[config.mk]
export PLATFORM = sky130hd
export DESIGN_NAME = bus_term
export DESIGN_NICKNAME = d
export VERILOG_FILES = /design/src/rtl/bus_term.sv
export SDC_FILE = /design/constraint.sdc
export NUM_CORES = 1
export LEC_CHECK = 0
export CAP_MARGIN = 5
export CELL_PAD_IN_SITES_DETAIL_PLACEMENT = 2
export CELL_PAD_IN_SITES_GLOBAL_PLACEMENT = 2
export CORE_AREA = 4 4 41 43
export DETAILED_ROUTE_END_ITERATION = 16
export DIE_AREA = 0 0 45 47
export MAX_ROUTING_LAYER = met4
export PLACE_DENSITY = 0.6
export SYNTH_ARGS = -nofsm -noshare
export SYNTH_HDL_FRONTEND = slang
export SYNTH_SLANG_ARGS = --single-unit
export TNS_END_PERCENT = 100
[constraint.sdc]
create_clock -name CLKCPU -period 1.3 [get_ports CLKCPU]
set_input_delay 0.325 -clock CLKCPU [delete_from_list [all_inputs] [get_ports CLKCPU]]
set_output_delay 0.325 -clock CLKCPU [all_outputs]
set_load 0.05 [all_outputs]
[src/rtl/bus_term.sv]
// bus_term: 68020-side bus terminator that turns a synchronised 68000 DTACK into DSACK1.
// Optional watchdog timeout (WAIT -> ERR, BERR) is built when BUS_TERM_TIMEOUT_EN is defined.
module bus_term #(
  parameter int unsigned TIMEOUT = 200
) (
  input  logic CLKCPU,
  input  logic RESET,
  input  logic AS20,
  input  logic DTACK_DLY,
  output logic DSACK1,
  output logic BERR,
  output logic BUSY
);

  if (TIMEOUT < 4 || TIMEOUT > 255) begin : g_timeout_range
    $error("bus_term: TIMEOUT must lie in 4..255");
  end

  typedef enum logic [2:0] {
    StIdle    = 3'd0,
    StWait    = 3'd1,
    StAck     = 3'd2,
`ifdef BUS_TERM_TIMEOUT_EN
    StErr     = 3'd3,
`endif
    StRecover = 3'd4
  } state_e;

  state_e state_q, state_d;

  // Two-flop synchroniser for the asynchronous upstream DTACK.
  logic dt_meta_q;
  logic dt_s_q;

  logic dsack1_q;
  logic busy_q;

`ifdef BUS_TERM_TIMEOUT_EN
  localparam logic [7:0] TimeoutCnt = 8'(TIMEOUT);

  logic [7:0] cnt_q, cnt_d;
  logic       berr_q;
`endif

  always_comb begin
    state_d = state_q;
`ifdef BUS_TERM_TIMEOUT_EN
    cnt_d   = cnt_q;
`endif
    case (state_q)
      StIdle: begin
        if (!AS20) begin
          state_d = StWait;
`ifdef BUS_TERM_TIMEOUT_EN
          cnt_d   = 8'd0;
`endif
        end
      end
      StWait: begin
        // Abort wins, then termination, then timeout, so a late DTACK beats BERR.
        if (AS20) begin
          state_d = StIdle;
        end else if (!dt_s_q) begin
          state_d = StAck;
`ifdef BUS_TERM_TIMEOUT_EN
        end else if (cnt_q == TimeoutCnt) begin
          state_d = StErr;
        end else if (cnt_q != 8'hff) begin
          cnt_d = cnt_q + 8'd1;
`endif
        end
      end
      StAck: begin
        if (AS20) begin
          state_d = StRecover;
        end
      end
`ifdef BUS_TERM_TIMEOUT_EN
      StErr: begin
        if (AS20) begin
          state_d = StRecover;
        end
      end
`endif
      StRecover: begin
        // Wait for the stale DTACK to clear; a strobe already pending starts a new cycle.
        if (dt_s_q) begin
          state_d = AS20 ? StIdle : StWait;
`ifdef BUS_TERM_TIMEOUT_EN
          cnt_d   = 8'd0;
`endif
        end
      end
      default: begin
        state_d = StIdle;
      end
    endcase
  end

  always_ff @(posedge CLKCPU) begin
    if (!RESET) begin
      state_q   <= StIdle;
      dt_meta_q <= 1'b1;
      dt_s_q    <= 1'b1;
      dsack1_q  <= 1'b1;
      busy_q    <= 1'b0;
    end else begin
      state_q   <= state_d;
      dt_meta_q <= DTACK_DLY;
      dt_s_q    <= dt_meta_q;
      dsack1_q  <= (state_d != StAck);
      busy_q    <= (state_d != StIdle);
    end
  end

`ifdef BUS_TERM_TIMEOUT_EN
  always_ff @(posedge CLKCPU) begin
    if (!RESET) begin
      cnt_q  <= 8'd0;
      berr_q <= 1'b1;
    end else begin
      cnt_q  <= cnt_d;
      berr_q <= (state_d != StErr);
    end
  end

  assign BERR = berr_q;
`else
  assign BERR = 1'b1;
`endif

  assign DSACK1 = dsack1_q;
  assign BUSY   = busy_q;

endmodule

==> metrics <==
post-layout min period=~1.2 ns; CP max stage cell=clkdlybuf4s50_1; Post-DP HPWL=between 400 and 500 um; GR Overflow Total=0; ANT nets after route=0; Critical Path RT=1.43 ns; Pint=roughly 370 uW; Row Count=13; Post-Place Cells=48; Yosys warning count=0; sequential share of the synthesized area=50.5%; PostCTS Resize Cnt=0; fmax=829 MHz; Syn Area/Cell=10.3 sq um; layout cells sized above 1=between 20% and 30%; Sequential Power Share=between 40% and 50%; initial antenna violation count=0; Clock Power Share=around two fifths; core area=~0.0013 sq mm; worst slack, placed=-0.161 ns; status=finished, final reports clean; Synth Instances=27; worst path arrival time=roughly 1.3 ns; via count=approximately 230; Worst setup SP type=input pin; Placer Congestion=0.679; Worst Hold Class=flop to flop; Clock Skew=about 0.00059 ns; met1 wire length=around 270 um; commonest non-fill, non-tap cell in the layout=dfxtp_1; FILL cells=between 150 and 200; CTS Hold Bufs=0; Setup violations, final=0; n_diodes=0; drt via density=4.40; CTS Sinks=7; RSZ-0062 raised after global routing=false; slowest cell delay on critical path=0.47 ns; Area growth, synth to finish=44.1%; Pwr per Cell Area=1190 mW/mm^2; critical path, cell by cell=clkdlybuf4s50_1 -> or2b_1 -> a211o_1; Setup CP Type=input pin to flop; DR WL met2=311 um; Top-Level Pins=7; maxcap violations=0; Port Buf Inserts=5; most frequent cells in the layout=dfxtp_1, or2b_1, clkbuf_4, clkdlybuf4s50_1; Psw=about 110 uW; VDD IR max=about 520 uV; Sw Share=~22%; CTS Buf Count=3; r2r setup slk=~0.26 ns; routed length on met3=approximately 30 um; first-pass GRT wire length=between 1000 and 1500 um; initial core utilization=between 20% and 30%; non-filler instance count after layout=52; CP Max Fanout=3; final WL=roughly 610 um; Die H=about 47 um; PnR worst setup slack=roughly 0.094 ns; syn_nets=31; Final Max Tran Viols=0; H-tree Lvls=1; DR top layer=met4; CP Buf/Inv Count=1; largest net degree at the start of global routing=8; CP endpoint kind=flop; worst skew pair latency=about 0.24 ns; GR Util All Layers=8.09%; Final Hold Violating Endpoints=0; count of cell types in the netlist=17; CTS root buf=clkbuf_4; TritonRoute pass-1 iters=2; setup repair bufs after CTS=0; multi-input logic area=roughly 130 sq um; CTS clk-pin slew, worst paths=approximately 0.05 ns; drc violations=0; Final period util=slightly above 90%; leakage=between 0.15 and 0.2 nW; fin nets=42; die area=approximately 0.0021 sq mm; flops & latches, synth=7; FF/Latch Area=between 100 and 150 sq um; vias in the first global route=~280; Starting DRT DRC Count=3; Synth Cell Area=278 sq um; Chip Width=between 40 and 50 um; Worst path top cell family by delay=buffers and inverters; combinational share of power=about an eighth; Clock Tree Buf Depth=2; Overall Power=roughly 470 uW; WL/cell=around 12 um; TritonCTS clock tree=built
cell type report:
class                           count  share of cell area [%]
Sequential cell                     7                    35.0
Timing Repair Buffer                7                    21.2
Inverter                            1                   0.938
Clock buffer                        4                    6.56
Multi-Input combinational cell     18                    31.6
Tap cell                           15                    4.69
cell usage after synthesis, drive strengths merged:
cell type	number	share of area, %
nand2b	2	4.5
and3b	1	3.2
a211o	1	3.2
inv	1	1.4
nor2	1	1.4
nor3	2	3.6
nand2	1	1.4
a211oi	2	7.2
buf	1	2.7
dfxtp	7	50
or2b	3	8.1
o31a	1	3.2
o22ai	1	2.3
maj3	1	3.6
conb	1	1.4
nand3b	1	2.7
metal layers:
metal | global-route usage, % | vias up
li1 | - | 113
met1 | 8.68 | 109
met2 | 12.7 | 5
met3 | 2.68 | 2
met4 | 5.26 | 0
met5 | - | -
state kept, by name (all words and copies together) (netlist names):
| register | count |
|---|---|
| dt_s_q | 1 |
| dt_meta_q | 1 |
| DSACK1 | 1 |
| state_q | 3 |
| BUSY | 1 |
power groups by stage:
| stage | Clock, mW | Sequential (mW) | Combinational, mW |
|---|---|---|---|
| global route | 0.214 | 0.229 | 0.0610 |
| CTS | 0.200 | 0.228 | 0.0576 |
| detailed placement | 0 | 0.233 | 0.0573 |
| floorplan | 0 | 0.239 | 0.0215 |
| global placement | 0 | 0.233 | 0.0558 |
| finish | 0.189 | 0.229 | 0.0567 |
final timing paths:
kind              cells after the start                end                  start
setup / recovery                      3  DSACK1$_SDFF_PN1_                  RESET
hold / removal                        1  dt_s_q$_SDFF_PN1_   dt_meta_q$_SDFF_PN1_
setup reg to reg                      3    BUSY$_SDFF_PN0_  state_q[0]$_SDFF_PN0_
hold reg to reg                       1  dt_s_q$_SDFF_PN1_   dt_meta_q$_SDFF_PN1_
cell families (layout without fill, tap and decap cells):
logic type                 Yosys count  after routing  synth area share [%]
buffers and inverters                2             12                  4.05
AOI/OAI and AO/OA                    5              5                  15.8
adders and majority gates            1              1                  3.60
and+or+nand+nor                     11             11                  24.8
DFF                                  7              7                  50.4
other                                1              1                  1.35
metrics by stage:
step                      utilization, %  hold slack, ns  TNS, ns  cell area, sq um
after global placement              28.7           0.388   -0.322               374
after floorplan                        -           0.385        0               278
after global routing                30.8           0.441        0               400
after detailed placement            28.7           0.405   -0.437               374
final                               30.8           0.410        0               400
after CTS                           30.8           0.417        0               400
worst register-to-register path: cells and delay by family (launching register included):
kind / cells / cell delay, ns
DFF: 1 / 0.41
and+or+nand+nor: 2 / 0.23
AOI/OAI and AO/OA: 1 / 0.29
Note: power is estimated with default switching activity, not from simulation.
